$ cat src/rtl/fp_addsub_pkg.sv
// Shared types and constants for the FP add/sub normalise-and-round stage.
package fp_addsub_pkg;
   localparam int EXP_W   = 8;
   localparam int MAN_W   = 23;
   localparam int BIAS    = 127;
   localparam int EXP_MAX = 255;

   typedef enum logic [1:0] {IDLE, NORM, ROUND, DONE} state_t;

   typedef struct packed {
      logic             sign;
      logic [EXP_W-1:0] exp;
      logic [MAN_W-1:0] frac;
   } result_t;
endpackage

$ cat src/rtl/fp_round_rne.sv
// Combinational round-to-nearest-even of a normalised (or subnormal) mantissa.
// A carry out of the increment renormalises by one place and bumps the exponent.
module fp_round_rne #(
   parameter int EXP_W = 8,
   parameter int MAN_W = 23
) (
   input  logic [MAN_W:0]   m_i,
   input  logic             g_i,
   input  logic             r_i,
   input  logic             s_i,
   input  logic [EXP_W+1:0] e_i,
   output logic [MAN_W-1:0] frac_o,
   output logic [EXP_W-1:0] exp_o,
   output logic             overflow_o,
   output logic             inexact_o,
   output logic             zero_o
);
   import fp_addsub_pkg::*;

   localparam logic [EXP_W+1:0] E_ONE = (EXP_W+2)'(1);
   localparam logic [EXP_W+1:0] E_INF = (EXP_W+2)'(EXP_MAX);

   logic             round_up;
   logic [MAN_W+1:0] m_inc;
   logic [MAN_W:0]   m_n;
   logic [EXP_W+1:0] e_n;

   always_comb begin
      round_up = g_i & (r_i | s_i | m_i[0]);
      m_inc    = {1'b0, m_i} + (MAN_W+2)'(round_up);
      if (m_inc[MAN_W+1]) begin
         m_n = m_inc[MAN_W+1:1];
         e_n = e_i + E_ONE;
      end else begin
         m_n = m_inc[MAN_W:0];
         e_n = e_i;
      end
      inexact_o  = g_i | r_i | s_i;
      zero_o     = (m_i == '0) && !(g_i | r_i | s_i);
      overflow_o = 1'b0;
      frac_o     = m_n[MAN_W-1:0];
      // Without a hidden bit the value is subnormal and encodes with a zero exponent.
      exp_o      = m_n[MAN_W] ? e_n[EXP_W-1:0] : '0;
      if (e_n >= E_INF) begin
         overflow_o = 1'b1;
         exp_o      = '1;
         frac_o     = '0;
      end
   end
endmodule

$ cat src/rtl/fp_addsub_normalize_round.sv
// Normalise (one shift per cycle) and RNE-round an FP add/sub sum into IEEE single.
// Latency k+2 cycles for k shifts; one op in flight, result held until out_ready.
module fp_addsub_normalize_round #(
   parameter int EXP_W = 8,
   parameter int MAN_W = 23
) (
   input  logic                   clk,
   input  logic                   rst_n,
   input  logic                   in_valid,
   output logic                   in_ready,
   input  logic [MAN_W+1:0]       sum_i,
   input  logic [2:0]             grs_i,
   input  logic [EXP_W-1:0]       exp_i,
   input  logic                   sign_i,
   input  logic                   eff_sub_i,
   output logic                   out_valid,
   input  logic                   out_ready,
   output logic [EXP_W+MAN_W:0]   result_o,
   output logic                   overflow_o,
   output logic                   inexact_o
);
   import fp_addsub_pkg::*;

   localparam logic [EXP_W+1:0] E_ONE = (EXP_W+2)'(1);

   state_t           state_q, state_d;
   logic [MAN_W+1:0] m_q, m_d;
   logic             g_q, g_d, r_q, r_d, s_q, s_d;
   logic [EXP_W+1:0] e_q, e_d;
   logic             sign_q, sign_d, eff_sub_q, eff_sub_d;
   logic             out_valid_q, out_valid_d;
   result_t          res_q, res_d;
   logic             overflow_q, overflow_d, inexact_q, inexact_d;

   logic [MAN_W-1:0] rnd_frac;
   logic [EXP_W-1:0] rnd_exp;
   logic             rnd_ovf, rnd_inex, rnd_zero;

   fp_round_rne #(.EXP_W(EXP_W), .MAN_W(MAN_W)) u_round (
      .m_i        (m_q[MAN_W:0]),
      .g_i        (g_q),
      .r_i        (r_q),
      .s_i        (s_q),
      .e_i        (e_q),
      .frac_o     (rnd_frac),
      .exp_o      (rnd_exp),
      .overflow_o (rnd_ovf),
      .inexact_o  (rnd_inex),
      .zero_o     (rnd_zero)
   );

   always_comb begin
      state_d     = state_q;
      m_d         = m_q;
      g_d         = g_q;
      r_d         = r_q;
      s_d         = s_q;
      e_d         = e_q;
      sign_d      = sign_q;
      eff_sub_d   = eff_sub_q;
      out_valid_d = out_valid_q;
      res_d       = res_q;
      overflow_d  = overflow_q;
      inexact_d   = inexact_q;
      case (state_q)
         IDLE: if (in_valid) begin
            m_d       = sum_i;
            {g_d, r_d, s_d} = grs_i;
            e_d       = {2'b00, exp_i};
            sign_d    = sign_i;
            eff_sub_d = eff_sub_i;
            state_d   = NORM;
         end
         NORM: begin
            if (m_q[MAN_W+1]) begin
               m_d = m_q >> 1;
               s_d = s_q | r_q;
               r_d = g_q;
               g_d = m_q[0];
               e_d = e_q + E_ONE;
            end else if ((m_q == '0) && !(g_q | r_q | s_q)) begin
               state_d = ROUND;
            end else if (m_q[MAN_W] || (e_q == E_ONE)) begin
               state_d = ROUND;
            end else begin
               m_d = {m_q[MAN_W:0], g_q};
               g_d = r_q;
               r_d = 1'b0;
               e_d = e_q - E_ONE;
            end
         end
         ROUND: begin
            // An exact-zero difference is +0; otherwise the execute-stage sign stands.
            res_d.sign  = rnd_zero ? (sign_q & ~eff_sub_q) : sign_q;
            res_d.exp   = rnd_exp;
            res_d.frac  = rnd_frac;
            overflow_d  = rnd_ovf;
            inexact_d   = rnd_inex;
            out_valid_d = 1'b1;
            state_d     = DONE;
         end
         DONE: if (out_ready) begin
            out_valid_d = 1'b0;
            state_d     = IDLE;
         end
         default: state_d = IDLE;
      endcase
   end

   always_ff @(posedge clk) begin
      if (!rst_n) begin
         state_q     <= IDLE;
         m_q         <= '0;
         g_q         <= 1'b0;
         r_q         <= 1'b0;
         s_q         <= 1'b0;
         e_q         <= '0;
         sign_q      <= 1'b0;
         eff_sub_q   <= 1'b0;
         out_valid_q <= 1'b0;
         res_q       <= '0;
         overflow_q  <= 1'b0;
         inexact_q   <= 1'b0;
      end else begin
         state_q     <= state_d;
         m_q         <= m_d;
         g_q         <= g_d;
         r_q         <= r_d;
         s_q         <= s_d;
         e_q         <= e_d;
         sign_q      <= sign_d;
         eff_sub_q   <= eff_sub_d;
         out_valid_q <= out_valid_d;
         res_q       <= res_d;
         overflow_q  <= overflow_d;
         inexact_q   <= inexact_d;
      end
   end

   assign in_ready   = rst_n && (state_q == IDLE);
   assign out_valid  = out_valid_q;
   assign result_o   = res_q;
   assign overflow_o = overflow_q;
   assign inexact_o  = inexact_q;
endmodule

$ cat config.mk
export PLATFORM = sky130hd
export DESIGN_NAME = fp_addsub_normalize_round
export DESIGN_NICKNAME = d
export VERILOG_FILES = /design/src/rtl/fp_addsub_pkg.sv /design/src/rtl/fp_round_rne.sv /design/src/rtl/fp_addsub_normalize_round.sv
export SDC_FILE = /design/constraint.sdc
export NUM_CORES = 1
export LEC_CHECK = 0
export BUFFER_PORTS_ARGS = -buffer_cell sky130_fd_sc_hd__clkbuf_2
export CAP_MARGIN = 20
export CORE_MARGIN = 4
export CORE_UTILIZATION = 50
export DETAILED_ROUTE_END_ITERATION = 8
export GPL_TIMING_DRIVEN = 0
export PLACE_DENSITY = 0.71
export REMOVE_ABC_BUFFERS = 1
export SYNTH_ARGS = -nofsm -noshare
export SYNTH_HDL_FRONTEND = slang
export SYNTH_SLANG_ARGS = --single-unit
$ cat constraint.sdc
create_clock -name clk -period 3.1 [get_ports clk]
set_input_delay 0.93 -clock clk [delete_from_list [all_inputs] [get_ports clk]]
set_output_delay 0.93 -clock clk [all_outputs]
set_load 0.05 [all_outputs]
==> results.toml <==
[cells_and_area]
design.final.nets = 740
antenna-diode-count = 0
stdcell_count = 806
syn_to_final_growth_pct = 15.2
drive_above_1_share = 0.173
fillCellCount = 851

[cts]
insertion_delay_ps = 360
cts-root-buf = "clkbuf_8"
cts_inserted_buffers = 9
h-tree-depth = 3
cts_tree = "yes"
clock_sink_count = 77
clk_path_buf_depth = 2
cts_hold_buf = 0
clk_transition_reported_paths_ps = 80

[worst_setup_path]
critical_path.max_fanout = 19
arrival_ps = 3220
ff2ff_path_depth = 7
timing.critical_path.from_type = "flip-flop"
worst_path_slowest_cell = "nor3_2"
crit_start = "m_q[23]"
reg2reg_from = "m_q[23]"
criticalPathCategory = "flip-flop to flip-flop"
endpoint_kind = "flip-flop"
path_delay_family = "simple AND/OR/NAND/NOR gates"
critical_path.max_stage_delay_ps = 560
capturing_point_of_the_worst_reg2reg_path = "result_o[0]"
r2r_slack_ps = 140
cp_data_required_time_ps = 3360
cp_num_buf_inv = 1
critical_path.cell_chain = "nand4_1, nor3_2, nand2_1, a31oi_1, o311ai_4, buf_16, o41ai_1"

[worst_hold_path]
holdPathStages = 2
hold_path_end = "result_o[1]"
hold_crit_class = "flip-flop to flip-flop"
min_from = "result_o[1]"

[placement]
inst_count_dp = 788
place.gp.congestion = 0.903
buffers_added_on_ports = 77
place_hpwl_mm = 9.06

[timing]
max_freq_mhz = 337
timing_worst_slew_pin_value_ps = 933
finClkSkew_ps = 10.4
fin_crit_sh = 0.956
worst_slew_margin_relative_to_its_limit = 0.378
final.hold.worst_slack_ps = 449
final-hold-violation-count = 0
setup_violations = 0
final_max_slew_violation_count = 0
fin_crit_ps = 2960

[logic_synthesis]
ys_seq_elements = 77
async_flop_share = 0
yosysWarningCount = 0
cell_types_with_the_highest_counts_after_synthesis = "nand2_1 (130), dfxtp_1 (77), nand3_1 (50)"
synth_area_per_cell_sq_um = 7.22
synth_top_flop_cell = "dfxtp_1"
netlist-cell-type-count = 59
share_of_yosys_cell_area_claimed_by_the_top_area_cell_type = 0.327
post-synth-top-area-cell = "dfxtp_1"
syn-instance-count = 653
netlist_top_cells_area = "dfxtp_1 (33%), nand2_1 (10%), nand3_1 (5.3%)"
synth_sequential_area_ratio = 0.327
post_synthesis_instance_area_sq_mm = 0.00471
synth.most_common_cell = "nand2_1"
number_of_synthesized_flops_with_an_enable_pin = 0

[power]
power_leakage_nw = 2.10
pwr_density_cell_mw_per_mm2 = 1020
total_power_w = 0.00554
ir_worst_vdd_v = 0.000469

[global_route]
globalRoute.totalOverflow = 0
grt_start_max_net_pins = 58
groute.usage.overall = 0.241
vias_in_the_first_global_route = 4581
grt_pass1_wl_mm = 22.3
grt_antenna_before_repair = 0

[floorplanning]
floorplan.die.height_microns = 105
die_w_microns = 105
full_die_area_sq_mm = 0.0110
starting_density_of_the_core = 0.513
fp-row-count = 35
core-area_sq_mm = 0.00920
ios = 78

[routing]
drt-vias-per-instance = 6.03
detail-route-antenna-nets = 0
detailroute.via_count = 4858
drc = 0
drt_iter0_drc = 289
route.detailed.wl_per_inst_microns = 16.4
detail_route.wirelength_mm = 13.2
drt_pre_antenna_iters = 5

[flow_run]
maxCapViolCount = 0

[outcome]
run_status = "completed"
[layout by cell type, fill, tap and decap left out, drive strengths merged, types with 9 or more instances in the layout]
master  instances
o21ai          57
nor3            9
inv            34
xor2           13
xnor2          14
dfxtp          77
nand4          12
a31oi          24
nand3          51
buf             9
o31ai          11
nor2           33
a21oi          28
o221a           9
nor4           10
clkbuf         88
nand2         130
[what timing repair did]
item | in CTS | in global routing
pin swaps | 2 | 1
gates resized for setup | 1 | 4
setup buffers | 2 | 0
endpoints found under the setup margin | 32 | 52
[flip-flops by register name, summed over array words and instances (netlist names)]
name / cells
inexact_o: 1
eff_sub_q: 1
e_q: 10
overflow_o: 1
r_q: 1
g_q: 1
m_q: 25
out_valid: 1
s_q: 1
result_o: 32
state_q: 2
sign_q: 1
[per-stage QoR]
step | setup WS [ps] | util | instance area (sq um) | setup TNS, ps
floorplan | -1320 | - | 4450 | -37300
global placement | -3560 | 0.541 | 4980 | -152690
detailed placement | -481 | 0.559 | 5140 | -11190
CTS | 23.6 | 0.589 | 5420 | 0
global route | -8.65 | 0.590 | 5430 | -20.0
finish | 135 | 0.590 | 5430 | 0
[kinds of logic after synthesis]
logic type	Yosys count	synth area share
buffers and inverters	95	0.0836
and+or+nand+nor	280	0.284
xor gates and xnor gates	27	0.0502
muxes	7	0.0151
AOI/OAI and AO/OA	159	0.219
DFF	77	0.327
adders and majority gates	8	0.0212
[worst register-to-register path, delay by kind of cell, from the launching register on]
kind / cells / cell delay, ps
DFF: 1 / 530
buffers and inverters: 1 / 240
AOI/OAI and AO/OA: 3 / 910
and+or+nand+nor: 3 / 1190
[metal layers]
metal	vias to the layer above	GRT usage	wire length, microns
li1	2359	-	-
met1	2291	0.324	5860
met2	184	0.397	6260
met3	24	0.0352	903
met4	0	0.0750	217
met5	-	0	0
[where the power goes]
part	internal [W]	switching, W	total, W
Clock	0.000540	0.000392	0.000932
Combinational	0.00100	0.00174	0.00275
Sequential	0.00129	0.000569	0.00186
[layout make-up]
class	instances	area (sq um)	share of cell area
multi-input combinational	481	2810	0.518
timing repair buffer	86	558	0.103
sequential	77	1540	0.284
inverter	35	139	0.0256
tap	111	139	0.0256
clock buffer	11	131	0.0242
clock inverter	5	108	0.0198
[worst max-delay path by stage]
stage | slack (ps) | to | depth (start not counted)
6_report | 140 | result_o[0] | 7
5_1_grt | -9 | result_o[24] | 9
4_1_cts | 20 | e_q[8] | 9
3_5_place_dp | -480 | result_o[21] | 5
3_3_place_gp | -3560 | m_q[18] | 6
2_1_floorplan | -1320 | m_q[0] | 6
No activity file was read; power rests on OpenSTA's default activity.
